==> src/rtl/tmds_rx_channel.sv <==
// -----------------------------------------------------------------------------
// tmds_rx_channel
//   One TMDS receive lane after the deserializer. It finds the 10-bit word
//   boundary by looking for runs of control tokens, asks the deserializer to
//   bit-slip when no run turns up, and decodes aligned symbols into either a
//   pixel byte or a pair of control bits.
//
//   Word alignment FSM (HUNT / SLIP / SLIP_HOLD / LOCKED) evaluates sym_in
//   on the sampling edge. The data path is a fixed 2-cycle pipeline:
//     edge N   : capture symbol + "evaluated while locked" flag
//     edge N+1 : classify (token or data) and decode
//     edge N+2 : update dout / ctrl / de / out_valid
//
//   Handshake: out_valid is a one-cycle qualifier with no backpressure. When
//   out_valid=1, dout/ctrl/de describe one symbol that was accepted with
//   sym_en=1 while locked. When out_valid=0, dout and ctrl hold their last
//   values; de also holds across sym_en gaps but reads 0 once unlocked.
//
// Parameters (all must be >= 1)
//   LOCK_RUN      consecutive control tokens that declare word lock
//   SLIP_TIMEOUT  data symbols seen in HUNT before a bit-slip request
//   SLIP_WAIT     cycles spent ignoring input after a bit-slip pulse
//   LOSS_LIMIT    data symbols in LOCKED without any token before unlock
//
// Ports
//   clk        pixel-rate clock, the only clock
//   rst_n      asynchronous active-low reset
//   sym_en     sym_in carries a new symbol this cycle
//   sym_in     deserialized symbol, bit 0 is the first serial bit
//   dout       decoded pixel byte
//   ctrl       decoded control bits {c1,c0}
//   de         dout carries video data
//   out_valid  dout/ctrl/de updated this cycle
//   locked     word alignment achieved
//   bitslip    one-cycle request to shift the word boundary by one bit
//   fsm_state  alignment FSM state (0 HUNT, 1 SLIP, 2 SLIP_HOLD, 3 LOCKED)
// -----------------------------------------------------------------------------
module tmds_rx_channel #(
  parameter int LOCK_RUN     = 8,
  parameter int SLIP_TIMEOUT = 1024,
  parameter int SLIP_WAIT    = 4,
  parameter int LOSS_LIMIT   = 4096
) (
  input  logic       clk,
  input  logic       rst_n,
  input  logic       sym_en,
  input  logic [9:0] sym_in,
  output logic [7:0] dout,
  output logic [1:0] ctrl,
  output logic       de,
  output logic       out_valid,
  output logic       locked,
  output logic       bitslip,
  output logic [1:0] fsm_state
);

  // Each counter is just wide enough to hold its terminal value.
  localparam int RUN_W  = $clog2(LOCK_RUN + 1);
  localparam int TO_W   = $clog2(SLIP_TIMEOUT + 1);
  localparam int WAIT_W = $clog2(SLIP_WAIT + 1);
  localparam int LOSS_W = $clog2(LOSS_LIMIT + 1);

  localparam logic [RUN_W-1:0]  RUN_MAX  = RUN_W'(LOCK_RUN);
  localparam logic [TO_W-1:0]   TO_MAX   = TO_W'(SLIP_TIMEOUT);
  localparam logic [WAIT_W-1:0] WAIT_MAX = WAIT_W'(SLIP_WAIT);
  localparam logic [LOSS_W-1:0] LOSS_MAX = LOSS_W'(LOSS_LIMIT);

  typedef enum logic [1:0] {
    HUNT      = 2'd0,
    SLIP      = 2'd1,
    SLIP_HOLD = 2'd2,
    LOCKED    = 2'd3
  } state_t;

  // Returns {is_token, ctrl_bits}.
  function automatic logic [2:0] classify(input logic [9:0] s);
    logic [2:0] r;
    case (s)
      10'h354: r = 3'b1_00;
      10'h0AB: r = 3'b1_01;
      10'h154: r = 3'b1_10;
      10'h2AB: r = 3'b1_11;
      default: r = 3'b0_00;
    endcase
    return r;
  endfunction

  // Undo the optional inversion (bit 9), then the XOR/XNOR transition
  // coding selected by bit 8.
  function automatic logic [7:0] decode(input logic [9:0] s);
    logic [7:0] d;
    logic [7:0] r;
    d    = s[9] ? ~s[7:0] : s[7:0];
    r    = '0;
    r[0] = d[0];
    for (int i = 1; i < 8; i++) begin
      r[i] = s[8] ? (d[i] ^ d[i-1]) : ~(d[i] ^ d[i-1]);
    end
    return r;
  endfunction

  // ---------------------------------------------------------------------------
  // Alignment FSM
  // ---------------------------------------------------------------------------
  state_t              state, state_nxt;
  logic [RUN_W-1:0]    run_cnt, run_nxt, run_inc;
  logic [TO_W-1:0]     to_cnt, to_nxt, to_inc;
  logic [WAIT_W-1:0]   wait_cnt, wait_nxt, wait_inc;
  logic [LOSS_W-1:0]   loss_cnt, loss_nxt, loss_inc;
  logic [2:0]          in_cls;
  logic                in_tok;

  assign in_cls = classify(sym_in);
  assign in_tok = in_cls[2];

  // Saturating increments: counters stop at their terminal value.
  assign run_inc  = (run_cnt  == RUN_MAX)  ? run_cnt  : run_cnt  + RUN_W'(1);
  assign to_inc   = (to_cnt   == TO_MAX)   ? to_cnt   : to_cnt   + TO_W'(1);
  assign wait_inc = (wait_cnt == WAIT_MAX) ? wait_cnt : wait_cnt + WAIT_W'(1);
  assign loss_inc = (loss_cnt == LOSS_MAX) ? loss_cnt : loss_cnt + LOSS_W'(1);

  always_ff @(posedge clk or negedge rst_n) begin
    if (!rst_n) begin
      state    <= HUNT;
      run_cnt  <= '0;
      to_cnt   <= '0;
      wait_cnt <= '0;
      loss_cnt <= '0;
    end else begin
      state    <= state_nxt;
      run_cnt  <= run_nxt;
      to_cnt   <= to_nxt;
      wait_cnt <= wait_nxt;
      loss_cnt <= loss_nxt;
    end
  end

  always_comb begin
    state_nxt = state;
    run_nxt   = run_cnt;
    to_nxt    = to_cnt;
    wait_nxt  = '0;
    loss_nxt  = loss_cnt;
    case (state)
      HUNT: begin
        if (sym_en) begin
          if (in_tok) begin
            run_nxt = run_inc;
          end else begin
            run_nxt = '0;
            to_nxt  = to_inc;
          end
        end
        // Lock is checked first so a run completing together with the
        // timeout wins.
        if (run_nxt == RUN_MAX) begin
          state_nxt = LOCKED;
          run_nxt   = '0;
          to_nxt    = '0;
          loss_nxt  = '0;
        end else if (to_nxt == TO_MAX) begin
          state_nxt = SLIP;
          run_nxt   = '0;
          to_nxt    = '0;
        end
      end
      SLIP: begin
        state_nxt = SLIP_HOLD;
        run_nxt   = '0;
        to_nxt    = '0;
      end
      SLIP_HOLD: begin
        // Deserializer output is unsettled right after a slip; ignore it.
        run_nxt  = '0;
        to_nxt   = '0;
        wait_nxt = wait_inc;
        if (wait_inc == WAIT_MAX) begin
          state_nxt = HUNT;
          wait_nxt  = '0;
        end
      end
      LOCKED: begin
        if (sym_en) begin
          loss_nxt = in_tok ? '0 : loss_inc;
        end
        if (loss_nxt == LOSS_MAX) begin
          state_nxt = HUNT;
          run_nxt   = '0;
          to_nxt    = '0;
          loss_nxt  = '0;
        end
      end
      default: begin
        state_nxt = HUNT;
        run_nxt   = '0;
        to_nxt    = '0;
        loss_nxt  = '0;
      end
    endcase
  end

  assign locked    = (state == LOCKED);
  assign bitslip   = (state == SLIP);
  assign fsm_state = state;

  // ---------------------------------------------------------------------------
  // Decode pipeline
  // ---------------------------------------------------------------------------
  logic       s1_vld, s1_lk;
  logic [9:0] s1_sym;
  logic       s2_vld, s2_lk, s2_tok;
  logic [1:0] s2_ctrl;
  logic [7:0] s2_data;
  logic [2:0] s1_cls;

  assign s1_cls = classify(s1_sym);

  // s*_lk remembers whether the symbol was evaluated while locked, so that
  // de can drop to 0 once lock is gone but hold across sym_en gaps.
  always_ff @(posedge clk or negedge rst_n) begin
    if (!rst_n) begin
      s1_vld    <= 1'b0;
      s1_lk     <= 1'b0;
      s1_sym    <= '0;
      s2_vld    <= 1'b0;
      s2_lk     <= 1'b0;
      s2_tok    <= 1'b0;
      s2_ctrl   <= '0;
      s2_data   <= '0;
      dout      <= '0;
      ctrl      <= '0;
      de        <= 1'b0;
      out_valid <= 1'b0;
    end else begin
      s1_vld    <= sym_en && (state == LOCKED);
      s1_lk     <= (state == LOCKED);
      s1_sym    <= sym_in;

      s2_vld    <= s1_vld;
      s2_lk     <= s1_lk;
      s2_tok    <= s1_cls[2];
      s2_ctrl   <= s1_cls[1:0];
      s2_data   <= decode(s1_sym);

      out_valid <= s2_vld;
      if (s2_vld) begin
        if (s2_tok) begin
          de   <= 1'b0;
          ctrl <= s2_ctrl;
        end else begin
          de   <= 1'b1;
          dout <= s2_data;
        end
      end else if (!s2_lk) begin
        de <= 1'b0;
      end
    end
  end

endmodule

==> config.mk <==
export PLATFORM = sky130hd
export DESIGN_NAME = tmds_rx_channel
export DESIGN_NICKNAME = d
export VERILOG_FILES = /design/src/rtl/tmds_rx_channel.sv
export SDC_FILE = /design/constraint.sdc
export NUM_CORES = 1
export LEC_CHECK = 0
export CORE_MARGIN = 2
export CORE_UTILIZATION = 59
export CTS_CLUSTER_SIZE = 30
export DETAILED_ROUTE_END_ITERATION = 10
export PLACE_DENSITY = 0.81
export SLEW_MARGIN = 20
export SYNTH_ARGS = -nofsm -noshare
export SYNTH_HDL_FRONTEND = slang
export SYNTH_SLANG_ARGS = --single-unit
==> constraint.sdc <==
create_clock -name clk -period 3.02 [get_ports clk]
set_clock_uncertainty 0.05 [all_clocks]
set_input_delay 0.604 -clock clk [delete_from_list [all_inputs] [get_ports clk]]
set_output_delay 0.604 -clock clk [all_outputs]
set_load 0.02 [all_outputs]
==> metrics.yaml, run 1 <==
run_status:
  status: "finished, final reports clean"
timing:
  setup_viol: 0
  relSlewSlack: 0.506
  worstMarginPinSlew_ps: 740
  layout_min_cycle_time_ps: 2990
  drv_slew: 0
  final.period_utilization: 0.991
  fmax_mhz: 334
  hold_viol: 0
  setup_tns_ps: 0
  setup_ws_ps: 28.6
clocking:
  cts.sinks: 70
  cts_root_buffer: "clkbuf_8"
  numCtsBuffers: 9
  cts.reportedPaths.clkPinSlew_ps: 80
  clock_latency_ps: 350
  cts_buffer_depth: 2
  cts_tree: "done"
  holdBufCountCts: 0
  cts-htree-levels: 3
run:
  maxCapViolations: 0
synthesis:
  synthCells: 429
  ys_seq_area_frac: 0.429
  synthFlopType: "dfrtp_1"
  synthArstFlopShare: 1.00
  synth_xor_area_frac: 0.0451
  synth-simple-area-share: 0.219
  ys_ff_latch: 70
  syn_nets: 458
  synth_edf_count: 0
  synth-compound-area-share: 0.154
  synthAdderAreaFrac: 0.0491
  yosysWarnings: 0
  ys_types: 64
  synthesis.area_um2: 4080
  synth.mux.area_fraction: 0.0460
  synth_top_family_by_area: "simple AND/OR/NAND/NOR gates"
  avgSynthCellArea_um2: 9.51
routing:
  via_count: 3621
  first_pass_iters: 5
  drc_errors: 0
  ant_nets: 0
  viasPerCell: 6.15
  wl_per_cell_um: 17.5
  dr.first_iter.drc_count: 276
  wl_um: 10300
floorplanning:
  dieArea_um2: 7590
  ios: 29
  die_w_um: 87.1
  die_h_um: 87.1
  core_area_um2: 6760
  rows: 30
  start_util: 0.604
setup_path:
  startpoint_type: "input pin"
  crit_path_max_incr_delay_ps: 510
  cp-end-kind: "flop"
  crit_fanout: 5
  cp.arrival_ps: 3170
  crit_path_top_delay_cell: "or4_4"
  path_cells: "clkdlybuf4s50_1, and3b_2, and4b_4, or4_4, a21oi_2, o22ai_1, o31a_1, and3_1, a221o_1"
  required_ps: 3200
  crit_type: "in -> reg"
placed_design:
  gp_congestion: 0.935
  dp_hpwl_um: 7300
  numPortBuffers: 28
  dp_slack_ps: -296
finish:
  fin_util: 0.746
  fillers: 429
  diodes: 0
  drive_above_1_share: 0.222
  final_common_cell: "dfrtp_1"
  final_cell_mix: "70 x dfrtp_1, 59 x buf_4, 43 x nand2_1"
  final_nets: 534
  area_growth_pct: 23.5
global_route:
  grt_pass1_vias: 3512
  grt_max_degree: 29
  grt.total_usage: 0.276
  grt.overflow.total: 0
  grt_pass1_wl_um: 16400
  grt_antenna_before_repair: 0
power:
  power_density_nw_per_um2: 483
  max-vdd-ir-drop_v: 0.000255
  leakagePower_uw: 0.00226
min_path:
  hold_path.class: "in -> async"
[flip-flops by register name (all words and copies together), names as in the netlist, 2 cells and up]
name / flops
s1_sym: 10
dout: 8
s2_data: 8
run_cnt: 4
fsm_state: 2
ctrl: 2
loss_cnt: 13
to_cnt: 11
s2_ctrl: 2
wait_cnt: 3
[power breakdown]
group	internal (µW)	switching, µW
Clock	544	361
Sequential	1020	106
Combinational	198	206
Total	1760	673
[layer usage]
metal / share of wire / wire length (µm) / vias up / global-route usage
met2: 0.50 / 5190 / 139 / 0.470
met3: 0.055 / 565 / 26 / 0.0474
met4: 0.026 / 268 / 0 / 0.119
met1: 0.42 / 4280 / 1769 / 0.345
met5: 0 / 0 / - / 0
li1: - / - / 1687 / -
[final cells by class]
type / instances / area [µm²] / share of cell area
clock buffer: 9 / 124 / 0.0246
clock inverter: 6 / 111 / 0.0221
inverter: 21 / 78.8 / 0.0156
multi-input combinational: 316 / 2140 / 0.424
sequential: 70 / 1750 / 0.348
tap: 80 / 100 / 0.0199
timing repair buffer: 87 / 736 / 0.146
[per-stage QoR]
step	hold WS (ps)	area, µm²	cells	total power [µW]
finish	228	5040	589	2430
global route	278	5040	589	2540
CTS	236	4960	587	2440
detailed placement	293	4730	572	1530
global placement	282	4730	572	1510
floorplan	258	4080	429	1380
[logic make-up after synthesis]
logic type | count (synthesis)
simple gates | 166
compound gates | 96
flops | 70
buf+inv | 43
xor+xnor | 21
mux | 17
fa+ha+maj | 16
[synth_stat cells, types with 6 or more instances]
master / n / share of area
nand3_1: 22 / 0.027
nor2_1: 35 / 0.032
nand2_1: 44 / 0.040
buf_6: 8 / 0.022
and3_1: 7 / 0.011
mux2_2: 13 / 0.036
inv_1: 21 / 0.019
xnor2_1: 16 / 0.034
nand4_1: 8 / 0.012
clkbuf_1: 8 / 0.0074
o31ai_1: 10 / 0.018
dfrtp_1: 70 / 0.43
o21ai_0: 27 / 0.033
ha_1: 16 / 0.049
and2_1: 6 / 0.0092
nor3_1: 7 / 0.0086
a21oi_1: 17 / 0.021
[critical path, delay by kind of cell]
kind	cells	cell delay [ps]
AO/OA/AOI/OAI	4	900
AND/OR/NAND/NOR	4	1160
buffers and inverters	1	500
[final timing paths]
check                                  from          to  slack, ps  cells past startpoint
worst max-delay path              sym_in[2]  to_cnt[10]         30                      9
worst min-delay path                  rst_n   to_cnt[8]        230                      1
worst max register to register  loss_cnt[2]   to_cnt[4]        240                      7
worst min register to register       s1_vld      s2_vld        310                      0
max in group asynchronous             rst_n   s1_sym[1]       1930                      2
min in group clk                     s1_vld      s2_vld        310                      0
[timing repair]
action	CTS	global route
endpoints found under the setup margin	0	22
endpoints found under the hold margin	0	0
resized for setup	0	17
buffers inserted	0	2
Power figures use the tool's default switching activity.
==> run 2: changes to the inputs <==
--- a/config.mk
+++ b/config.mk
@@ -5,11 +5,13 @@
 export SDC_FILE = /design/constraint.sdc
 export NUM_CORES = 1
 export LEC_CHECK = 0
+export CAP_MARGIN = 40
 export CORE_MARGIN = 2
 export CORE_UTILIZATION = 59
 export CTS_CLUSTER_SIZE = 30
 export DETAILED_ROUTE_END_ITERATION = 10
-export PLACE_DENSITY = 0.81
+export MAX_ROUTING_LAYER = met4
+export PLACE_DENSITY = 0.8
 export SLEW_MARGIN = 20
 export SYNTH_ARGS = -nofsm -noshare
 export SYNTH_HDL_FRONTEND = slang
==> metrics.yaml, run 2 (same netlist as run 1, synthesis figures left out) <==
clocking:
  numCtsBuffers: 9
  clock_latency_ps: 350
  cts.sinks: 70
  cts.reportedPaths.clkPinSlew_ps: 80
  cts_buffer_depth: 2
  cts_tree: "done"
  cts_root_buffer: "clkbuf_8"
  cts-htree-levels: 3
power:
  power_density_nw_per_um2: 479
  leakagePower_uw: 0.00220
  max-vdd-ir-drop_v: 0.000223
setup_path:
  required_ps: 3250
  crit_type: "in -> reg"
  crit_path_max_incr_delay_ps: 520
  startpoint_type: "input pin"
  crit_path_top_delay_cell: "or4_1"
  cp.arrival_ps: 3260
  path_buf_inv: 2
  cp-end-kind: "flop"
  path_cells: "clkdlybuf4s50_1, and4bb_2, nand4b_1, buf_4, nand3_2, o31a_1, o221ai_2, nor3_1, or4_1, a22oi_2"
  crit_fanout: 4
  crit_family: "simple AND/OR/NAND/NOR gates"
floorplanning:
  die_w_um: 87.1
  dieArea_um2: 7590
  ios: 29
  start_util: 0.604
  rows: 30
  die_h_um: 87.1
  core_area_um2: 6760
routing:
  drc_errors: 0
  ant_nets: 0
  first_pass_iters: 7
  wl_per_cell_um: 17.4
  dr.first_iter.drc_count: 249
  wl_um: 10200
  viasPerCell: 6.07
  via_count: 3565
timing:
  setup_tns_ps: -9.09
  fmax_mhz: 330
  relSlewSlack: 0.488
  hold_viol: 0
  final.period_utilization: 1.00
  setup_ws_ps: -9.09
  drv_slew: 0
  worstMarginPinSlew_ps: 766
  whs_ps: 141
  rsz0062_at_grt: "yes"
  setup_viol: 1
  layout_min_cycle_time_ps: 3030
global_route:
  grt.overflow.total: 0
  grt_max_degree: 57
  grt_pass1_vias: 3422
  grt_pass1_wl_um: 16500
  grt_antenna_before_repair: 0
  grt.total_usage: 0.290
finish:
  final_nets: 531
  final_common_cell: "dfrtp_1"
  largest_reg_flops: 13
  largest_registers: "loss_cnt (13), to_cnt (11), s1_sym (10)"
  drive_above_1_share: 0.213
  area_growth_pct: 23.3
  diodes: 0
  regMostFlops: "loss_cnt"
  final_cell_mix: "70 x dfrtp_1, 53 x buf_4, 44 x nand2_1"
  fin_util: 0.744
run_status:
  status: "finished, violations left"
  failed_checks: "setup timing"
placed_design:
  numPortBuffers: 28
  dp_hpwl_um: 6960
  gp_congestion: 0.981
  dp_slack_ps: -466
run:
  maxCapViolations: 0
min_path:
  hold_path.class: "in -> async"
[run 2: path summary, 6_finish.rpt]
path                                  start  slack, ps  depth (start not counted)      endpoint
worst min-delay path                  rst_n        140                          2     s1_sym[8]
min in group clk                      s1_lk        330                          0         s2_lk
worst max register to register  loss_cnt[1]        270                         11     to_cnt[6]
worst max-delay path              sym_in[6]         -9                         10    run_cnt[0]
max in group asynchronous             rst_n       2250                          3  loss_cnt[10]
worst min register to register        s1_lk        330                          0         s2_lk
[run 2: cell type report]
cell class | count | area, µm²
clock inverter | 7 | 103
clock buffer | 9 | 124
tap | 80 | 100
fill | 474 | 1730
inverter | 21 | 78.8
sequential | 70 | 1750
multi-input combinational | 316 | 2130
timing repair buffer | 84 | 743
[run 2: repair_timing]
item | CTS | global route
setup buffers | 4 | 2
pin swaps | 1 | 1
resized for setup | 0 | 8
hold buffers | 0 | 0
endpoints found under the setup margin | 1 | 15
[run 2: layer usage]
| metal | routed length [µm] | part of all wire | vias to the layer above | track usage |
|---|---|---|---|---|
| li1 | - | - | 1684 | - |
| met2 | 5140 | 0.50 | 125 | 0.462 |
| met3 | 462 | 0.045 | 33 | 0.0445 |
| met5 | 0 | 0 | - | - |
| met1 | 4300 | 0.42 | 1723 | 0.361 |
| met4 | 333 | 0.033 | 0 | 0.141 |
[run 2: through the flow]
step / area [µm²] / instances / power, µW
global placement: 4690 / 564 / 1510
detailed placement: 4720 / 565 / 1530
CTS: 4980 / 585 / 2390
finish: 5030 / 587 / 2410
global route: 5030 / 587 / 2510
floorplan: 4080 / 429 / 1380
[run 2: power by group]
group / switching (µW) / internal, µW
sequential: 104 / 1020
clock: 396 / 475
combinational: 210 / 205
==> run 3: changes to the inputs <==
--- a/config.mk
+++ b/config.mk
@@ -7,11 +7,12 @@
 export LEC_CHECK = 0
 export CAP_MARGIN = 40
 export CORE_MARGIN = 2
-export CORE_UTILIZATION = 59
+export CORE_UTILIZATION = 61
+export CTS_BUF_LIST = sky130_fd_sc_hd__clkbuf_2
 export CTS_CLUSTER_SIZE = 30
 export DETAILED_ROUTE_END_ITERATION = 10
 export MAX_ROUTING_LAYER = met4
-export PLACE_DENSITY = 0.8
+export PLACE_DENSITY = 0.82
 export SLEW_MARGIN = 20
 export SYNTH_ARGS = -nofsm -noshare
 export SYNTH_HDL_FRONTEND = slang
==> metrics.yaml, run 3 (same netlist as run 1, synthesis figures left out) <==
run_status:
  status: "finished, violations left"
  failed_checks: "DRC"
floorplanning:
  start_util: 0.635
  core_area_um2: 6420
  dieArea_um2: 7360
  die_h_um: 85.8
  rows: 29
  ios: 29
  die_w_um: 85.8
run:
  maxCapViolations: 0
setup_path:
  crit_fanout: 12
  startpoint_type: "input pin"
  crit_path_top_delay_cell: "clkdlybuf4s50_1"
  crit_path_max_incr_delay_ps: 650
  crit_type: "in -> reg"
  path_cells: "clkdlybuf4s50_1, and3_1, and2_1, a31oi_1, or4_4, a22o_4, buf_4, a21o_1"
  cp.arrival_ps: 3140
  required_ps: 3390
  cp-end-kind: "flop"
timing:
  worstMarginPinSlew_ps: 726
  fmax_mhz: 361
  final.period_utilization: 0.918
  drv_slew: 0
  setup_viol: 0
  relSlewSlack: 0.515
  whs_ps: 326
  hold_viol: 0
  layout_min_cycle_time_ps: 2770
  rsz0062_at_grt: "no"
  setup_ws_ps: 249
power:
  pwr-share-clk: 0.266
  p_switching_uw: 665
  power_density_nw_per_um2: 434
  p_seq_frac: 0.543
  p_int_uw: 1420
  leakagePower_uw: 0.00209
  switching_share: 0.320
  max-vdd-ir-drop_v: 0.000329
  pwr-share-comb: 0.191
finish:
  area_growth_pct: 17.5
  final_cell_mix: "70 x dfrtp_1, 46 x buf_4, 44 x nand2_1"
  largest_registers: "loss_cnt (13), to_cnt (11), s1_sym (10)"
  final_nets: 523
  fillers: 456
  regMostFlops: "loss_cnt"
  stdcell_area_um2: 4790
  diodes: 0
  final_common_cell: "dfrtp_1"
  multi_input_area_um2: 2090
  seqCellArea_um2: 1750
  drive_above_1_share: 0.186
  largest_reg_flops: 13
placed_design:
  dpl_cell_area_um2: 4660
  dp_slack_ps: -293
  dp_hpwl_um: 6990
  numPortBuffers: 28
  gp_congestion: 1.03
global_route:
  grt.total_usage: 0.290
  grt_pass1_vias: 3399
  grt.overflow.total: 0
  grt_max_degree: 42
  grt_antenna_before_repair: 0
  grt_pass1_wl_um: 16200
clocking:
  cts_root_buffer: "clkbuf_2"
  clock_latency_ps: 530
  cts_buffer_depth: 2
  numCtsBuffers: 9
  cts.sinks: 70
  cts_tree: "done"
  cts-htree-levels: 3
  cts.reportedPaths.clkPinSlew_ps: 190
  post_cts_resized: 0
routing:
  first_pass_iters: 8
  wl_per_cell_um: 16.5
  dr.first_iter.drc_count: 268
  drc_errors: 2
  ant_nets: 0
  via_count: 3510
  wl_um: 9500
  viasPerCell: 6.09
min_path:
  hold_path.class: "reg -> reg"
-- run 3: cell types whose count changed in the layout (fill, tap and decap cells not counted), moves of 2 or more --
| cell | delta |
|---|---|
| clkbuf_2 | +10 |
| clkbuf_8 | -9 |
| buf_4 | -7 |
| clkinvlp_4 | +2 |
| inv_6 | -2 |
-- run 3: area by class of cell --
cell class | count | area share
multi-input combinational | 316 | 0.437
clock inverter | 6 | 0.0146
timing repair buffer | 76 | 0.136
clock buffer | 10 | 0.0104
sequential | 70 | 0.366
tap | 77 | 0.0201
inverter | 21 | 0.0165
-- run 3: through the flow --
stage          total power (µW)  std cells  setup TNS [ps]   util
2_1_floorplan              1380        429               0      -
3_3_place_gp               1500        558           -3090  0.723
3_5_place_dp               1530        559           -4260  0.726
4_1_cts                    2090        576               0  0.746
5_1_grt                    2200        576               0  0.746
6_report                   2080        576               0  0.746
-- run 3: power groups by stage --
| stage | clock network (µW) | registers (µW) | logic, µW |
|---|---|---|---|
| 6_report | 553 | 1130 | 397 |
| 5_1_grt | 618 | 1140 | 438 |
| 2_1_floorplan | 0 | 1110 | 268 |
| 4_1_cts | 568 | 1130 | 396 |
| 3_3_place_gp | 0 | 1130 | 373 |
| 3_5_place_dp | 0 | 1140 | 390 |
-- run 3: worst max-delay path, delay by kind of cell --
kind	cells	cell delay, ps
AND/OR/NAND/NOR	3	1080
AO/OA/AOI/OAI	3	610
buffers and inverters	2	820
-- run 3: metal layers --
metal,up-vias,track usage,share of wire
li1,1665,-,-
met1,1683,0.367,0.42
met2,141,0.472,0.49
met3,21,0.0597,0.066
met4,0,0.0909,0.023
met5,-,-,0
-- run 3: repair_timing --
| item | CTS | global route |
|---|---|---|
| endpoints found under the hold margin | 7 | 0 |
| hold buffers | 1 | 0 |
| endpoints found under the setup margin | 0 | 0 |
| setup buffers | 0 | 0 |
-- run 3: final timing paths --
| path | startpoint | endpoint | slack, ps | cells after the start |
|---|---|---|---|---|
| min reg2reg | s1_vld | s2_vld | 330 | 0 |
| max | sym_en | run_cnt[1] | 250 | 8 |
| min in group asynchronous | rst_n | to_cnt[4] | 530 | 3 |
| min | s1_vld | s2_vld | 330 | 0 |
| max in group asynchronous | rst_n | run_cnt[0] | 1840 | 4 |
| max reg2reg | loss_cnt[2] | run_cnt[1] | 260 | 8 |
